<file path="src/rtl/shift_sequencer.sv">
// shift_sequencer: multi-cycle SLL/SRA/SRL shifter applying one power-of-two stage (16,8,4,2,1) per clock
module shift_sequencer #(
    parameter int WIDTH   = 32,
    parameter int SHAMT_W = 5
) (
    input  logic               clock,
    input  logic               reset,
    input  logic               start,
    input  logic [1:0]         op,
    input  logic [WIDTH-1:0]   data_in,
    input  logic [SHAMT_W-1:0] shamt,
    output logic               busy,
    output logic               done,
    output logic [WIDTH-1:0]   result
);
    typedef enum logic [1:0] {IDLE, SHIFT, DONE} state_t;
    state_t             state_q, state_d;
    logic [1:0]         op_q, op_d;
    logic [SHAMT_W-1:0] shamt_q, shamt_d, amt;
    logic [2:0]         idx_q, idx_d;
    logic [WIDTH-1:0]   work_q, work_d, sra, stage;
    logic               busy_q, busy_d, done_q, done_d, accept;
    always_comb begin
        amt     = SHAMT_W'(1) << idx_q;
        // kept separate so the arithmetic shift stays in a signed context
        sra     = $signed(work_q) >>> amt;
        stage   = op_q == 2'b00 ? work_q << amt :
                  op_q == 2'b01 ? sra :
                  op_q == 2'b10 ? work_q >> amt : work_q;
        accept  = start && state_q != SHIFT;
        state_d = state_q;
        op_d    = op_q;
        shamt_d = shamt_q;
        idx_d   = idx_q;
        work_d  = work_q;
        if (accept) begin
            state_d = SHIFT;
            op_d    = op;
            shamt_d = shamt;
            idx_d   = 3'd4;
            work_d  = data_in;
        end else if (state_q == SHIFT) begin
            work_d  = shamt_q[idx_q] ? stage : work_q;
            idx_d   = idx_q - 3'd1;
            state_d = idx_q == 3'd0 ? DONE : SHIFT;
        end else if (state_q == DONE) begin
            state_d = IDLE;
        end
        busy_d = state_d == SHIFT;
        done_d = state_d == DONE;
    end
    always_ff @(posedge clock or posedge reset) begin
        if (reset) begin
            state_q <= IDLE;
            op_q    <= '0;
            shamt_q <= '0;
            idx_q   <= '0;
            work_q  <= '0;
            busy_q  <= 1'b0;
            done_q  <= 1'b0;
        end else begin
            state_q <= state_d;
            op_q    <= op_d;
            shamt_q <= shamt_d;
            idx_q   <= idx_d;
            work_q  <= work_d;
            busy_q  <= busy_d;
            done_q  <= done_d;
        end
    end
    assign busy   = busy_q;
    assign done   = done_q;
    assign result = work_q;
endmodule
</file>
<file path="config.mk">
export PLATFORM = sky130hd
export DESIGN_NAME = shift_sequencer
export DESIGN_NICKNAME = d
export VERILOG_FILES = /design/src/rtl/shift_sequencer.sv
export SDC_FILE = /design/constraint.sdc
export NUM_CORES = 1
export LEC_CHECK = 0
export CORE_ASPECT_RATIO = 1.75
export CORE_MARGIN = 1.5
export CORE_UTILIZATION = 28
export CTS_CLUSTER_DIAMETER = 80
export DETAILED_ROUTE_END_ITERATION = 16
export GPL_TIMING_DRIVEN = 0
export PLACE_DENSITY = 0.51
export SLEW_MARGIN = 0
export SYNTH_ARGS = -nofsm -noshare
export SYNTH_HDL_FRONTEND = slang
export SYNTH_SLANG_ARGS = --single-unit
</file>
<file path="constraint.sdc">
create_clock -name clock -period 2.5 [get_ports clock]
set_input_delay 0.25 -clock clock [delete_from_list [all_inputs] [get_ports clock]]
set_output_delay 0.25 -clock clock [all_outputs]
set_load 0.005 [all_outputs]
</file>
After elaboration in Yosys (flattened, before gate mapping)

Index checks and enable logic that the tools add are counted.

Input port bits: 42
Flip-flop bits (word level): 46

Multiplexer cells: 14
Shift operators: 4
Eq/ne operators: 7
Reductions and logical operators: 7
Order comparisons: 1
$add $sub $neg: 1

Operators with widths:

| cell                                                                         | number |
|---|---|
| 32-bit two-way mux                                                           | 6 |
| 32-bit by 5-bit left shift with 32-bit output                                | 1 |
| 32-bit by 5-bit right shift with 32-bit output                               | 1 |
| 32-bit by 5-bit >>> shifter with 32-bit output                               | 1 |
| 2-bit two-way mux                                                            | 4 |
| 2-bit by 1-bit == test with 1-bit output, second input constant              | 3 |
| 2-bit == test, second input constant                                         | 3 |
| 3-bit two-way mux                                                            | 2 |
| 1-bit by 3-bit left shift with 5-bit output, first input constant            | 1 |
| 3-bit by 4-bit less-than comparator with 1-bit output, second input constant | 1 |
| 2-bit nonzero test                                                           | 2 |
| 4-bit nonzero test                                                           | 1 |
| 1-bit binary-select mux with 3-bit select                                    | 1 |
| 3-bit zero test                                                              | 1 |
| 3-bit AND reduction                                                          | 1 |
| 3-bit by 1-bit subtractor with 3-bit output, second input constant           | 1 |
| 2-bit zero test                                                              | 1 |
| 2-bit by 1-bit != test with 1-bit output, second input constant              | 1 |
| 1-bit logical AND                                                            | 1 |
| 1-bit two-way mux                                                            | 1 |

Depth between registers and ports, before layout

Depth in word-level cells: 8
Depth in mapped cells: 12
Mapped depth without buffers: 8

Worst setup path after synthesis

OpenSTA, ideal clock, no wires.

Path kind: reg2reg
From: register idx_q[0]
To: register work_q[15] (netlist: result[15])
Library setup time: 134 ps
Cell stages (with the launch flop): 11
Slack: -11 ps
Data arrival time: 2377 ps
Period minus slack after synthesis: 2511 ps
Cells stage by stage: dfrtp_1 > inv_1 > ha_1 > nor2b_1 > buf_6 > buf_6 > mux4_2 > mux2i_4 > mux2i_1 > a222oi_1 > o21ai_1

Cells in the longest elaborated chain, start to end: 8

Ends and longest elaborated chain:

| what                                           | RTL line | source |
|---|---|---|
| start, declared                                | 20       | `logic [2:0] idx_q, idx_d;` |
| start signal, assigned                         | 65       | `idx_q <= idx_d;` |
| 1-bit by 3-bit left shift with 5-bit output    | 24       | `amt = SHAMT_W'(1) << idx_q;` |
| 32-bit by 5-bit right shift with 32-bit output | 29       | `op_q == 2'b10 ? work_q >> amt : work_q;` |
| 32-bit two-way mux                             | 29       |  |
| 32-bit two-way mux                             | 28       | `op_q == 2'b01 ? sra :` |
| 32-bit two-way mux                             | 27       | `stage = op_q == 2'b00 ? work_q << amt :` |
| 32-bit two-way mux                             | 43       | `work_d = shamt_q[idx_q] ? stage : work_q;` |
| 32-bit two-way mux                             | 42       | `end else if (state_q == SHIFT) begin` |
| 32-bit two-way mux                             | 36       | `if (accept) begin` |
| end signal, assigned                           | 66       | `work_q <= work_d;` |
| end, declared                                  | 21       | `logic [WIDTH-1:0] work_q, work_d, sra, stage;` |

Parallel ways exist; a longest one is shown, timed or not. The select of a mux whose other input is x is not followed.
A chain may end at the register's enable or synchronous reset.

Worst setup path after layout

From: register idx_q[2]
To: register work_q[20] (netlist: result[20])

Same word-level chain as after synthesis.

==> results.py <==
metrics = {
    "route": {
        "via_per_inst": 7.163,
        "drt-pass1-iter-count": 8,
        "antenna_left": 0,
        "drt_iter0_markers": 1565,
        "wirelength_mm": 55.03,
        "detail_route.wl_per_cell_um": 40.14,
        "drc_errors": 0,
        "dr_total_vias": 9820,
    },
    "cts": {
        "clockBufferDepth": 2,
        "cts_tree": "yes",
        "numCtsBuffers": 5,
        "clkLatencyLatePin_ps": 320,
        "cts_sinks": 46,
        "htreeDepth": 2,
        "clock-root-buffer": "clkbuf_16",
        "cts_hold_repair.buffers": 0,
        "clk_pin_slew_ps": 80,
    },
    "synth": {
        "synthDistinctLibCells": 91,
        "avgSynthCellArea_um2": 8.118,
        "syn_nets": 913,
        "synth_top_area_share_pct": 16.41,
        "synth_edf_count": 0,
        "synth_area_um2": 7014,
        "synthCells": 864,
        "synth_ff_type": "dfrtp_1",
        "synth-seq-cells": 46,
        "ys_seq_area_share_pct": 16.41,
        "synth_area_leaders": "dfrtp_1, mux4_2, mux2i_1",
        "yosysTopAreaCell": "dfrtp_1",
        "ys_async_sr_fraction_pct": 100.0,
        "yosys_warnings": 0,
    },
    "floorplan": {
        "rows": 76,
        "start_util_pct": 28.48,
        "io_pins": 76,
        "dieHeight_um": 212.4,
        "design.core.area_um2": 24630,
        "fp.dieW_um": 122.6,
        "die_area_um2": 26050,
    },
    "global_routing": {
        "grt_pass1_wl_mm": 74.28,
        "grt_max_degree": 33,
        "grt-ovfl-total": 0,
        "antenna_found_initial": 2,
        "grtUsageTotal_pct": 41.92,
        "grt_pass1_vias": 9473,
    },
    "setup_path": {
        "slowest_stage": "dfrtp_2",
        "worstPathCellList": "buf_6 -> buf_6 -> clkinvlp_4 -> clkbuf_4 -> o2111ai_2 -> o221ai_4 -> a221oi_4 -> o21ai_2",
        "cp_slowest_stage_delay_ps": 510,
        "cpMostUsedCell": "buf_6",
        "critical_path_class": "reg2reg",
        "worstSetupEndpointType": "register",
        "cp.buffers_inverters": 4,
        "critical_path.max_fanout": 10,
        "cpLargestDelayFamily": "compound AO/OA/AOI/OAI gates",
        "required_ps": 2690,
        "startpoint_type": "register",
        "worst-endpoint-arrival_ps": 2990,
    },
    "placement": {
        "dp.cells": 1253,
        "io_buffer_count": 75,
        "place_congestion": 1.056,
        "hpwl_mm": 38.97,
    },
    "sta": {
        "fmaxAchievable_mhz": 357.6,
        "whs_ps": 248.3,
        "finalSetupTns_ps": -6324,
        "period_share_pct": 111.8,
        "finalWorstSetupSlack_ps": -296.1,
        "rsz0062_at_grt": "true",
        "clock-skew-final_ps": 6.453,
        "finalHoldViolCount": 0,
        "finalSetupViolCount": 32,
        "tightest_slew_ps": 964.7,
        "layout_min_cycle_time_ps": 2796,
        "max_slew_margin_pct": 35.69,
        "slew_viol_final": 0,
    },
    "layout": {
        "area_delta_synth_final_pct": 60.65,
        "drive_gt1_share_pct": 42.63,
        "fin_cells": 1371,
        "fin_util_pct": 45.75,
        "nets": 1106,
    },
    "worst_hold_path": {
        "hold_path.class": "in2async",
    },
    "job": {
        "cap_violations": 0,
    },
    "run_status": {
        "violations": "negative setup slack",
        "outcome": "complete, but fails checks",
    },
}
cell type report:
class	count	area, um2
well taps	312	390.4
clock inverters	3	26.28
multi-input cells	686	6524
plain buffers	113	1064
fillers	2409	13360
flip-flops and latches	46	1155
diodes	1	2.502
clock buffers	5	125.1
inverters	16	68.82
repair buffers	189	1913
cells in the final DEF (no fill, tap or decap), types with 8 or more instances in the layout:
cell,synthesis,final
mux2i_2,0,8
mux2i_1,43,24
a211oi_1,19,9
nor2b_1,12,10
buf_6,12,34
clkbuf_2,0,13
clkdlybuf4s50_1,0,75
buf_4,16,90
clkbuf_16,0,9
nand2_1,95,88
nand2b_1,14,9
o21ai_1,15,19
a22oi_1,13,10
nand3_1,13,9
inv_1,16,12
mux2i_4,1,12
a211o_1,11,10
dfrtp_1,46,43
nor2_1,53,42
mux4_2,31,31
a221oi_2,1,10
buf_12,1,29
o22ai_1,30,20
clkbuf_1,56,32
o22ai_2,0,10
o21ai_0,38,28
o211ai_1,13,13
a21oi_1,52,33
a21oi_2,0,15
buf_8,1,11
nor3_1,18,11
nor2_2,1,9
and3b_1,10,9
final timing paths:
path	from	to	slack [ps]	cells after the start
max	idx_q[2]	result[20]	-300	8
min	reset	result[29]	250	2
max reg2reg	idx_q[2]	result[20]	-300	8
min reg2reg	shamt_q[2]	shamt_q[2]	480	2
max in group asynchronous	reset	idx_q[2]	1680	3
min in group clock	shamt[4]	shamt_q[4]	450	3
synthesized netlist by cell type, types with 14 or more instances:
| cell type | number |
|---|---|
| a211oi_1 | 19 |
| a21oi_1 | 52 |
| a221oi_1 | 19 |
| buf_2 | 27 |
| buf_4 | 16 |
| clkbuf_1 | 56 |
| dfrtp_1 | 46 |
| inv_1 | 16 |
| mux2i_1 | 43 |
| mux4_2 | 31 |
| nand2_1 | 95 |
| nand2b_1 | 14 |
| nor2_1 | 53 |
| nor3_1 | 18 |
| o21ai_0 | 38 |
| o21ai_1 | 15 |
| o22ai_1 | 30 |
registers in the layout, summed over array words and instances (netlist names):
register / flops
state_q: 2
done: 1
idx_q: 3
op_q: 2
shamt_q: 5
busy: 1
result: 32
kinds of logic (layout without fill, tap and decap cells):
| kind of cell | Yosys count | count (layout) | synth area share, % |
|---|---|---|---|
| multiplexers | 86 | 86 | 18.18 |
| other | 0 | 1 | 0 |
| flip-flops | 46 | 46 | 16.41 |
| buffers and inverters | 132 | 326 | 10.08 |
| AND/OR/NAND/NOR | 271 | 271 | 20.01 |
| adder cells (fa/ha/maj) | 7 | 7 | 1.249 |
| AO/OA/AOI/OAI | 322 | 322 | 34.07 |
per-stage QoR:
stage / setup slack (ps) / area, um2
final: -296.1 / 11270
after global routing: -331.9 / 11270
after CTS: -214.8 / 10370
after detailed placement: -1527 / 8192
after global placement: -1550 / 8158
after floorplan: 11.29 / 7017
routing by layer:
metal,share of wire [%],GRT usage (%),wire length (um),vias up
met5,0,0,0,-
met4,11,33.84,6110,0
met3,12,12.66,6347,373
met2,45,65.61,24920,972
met1,32,46.40,17650,4711
li1,-,-,-,3764
worst reg2reg max path, delay by kind of cell (launching register included):
family | cells | cell delay, ps
buf+inv | 4 | 1020
flops | 1 | 510
compound gates | 4 | 1140
repair_timing:
action | in CTS | in global routing
endpoints found under the setup margin | 32 | 37
gates resized for setup | 310 | 117
gates cloned | 2 | 3
pin swaps | 60 | 69
buffers inserted | 76 | 35
Power is left out: the tool's default activity adds up to more than one toggle a clock period on the data nets, which glitch-free logic cannot reach.
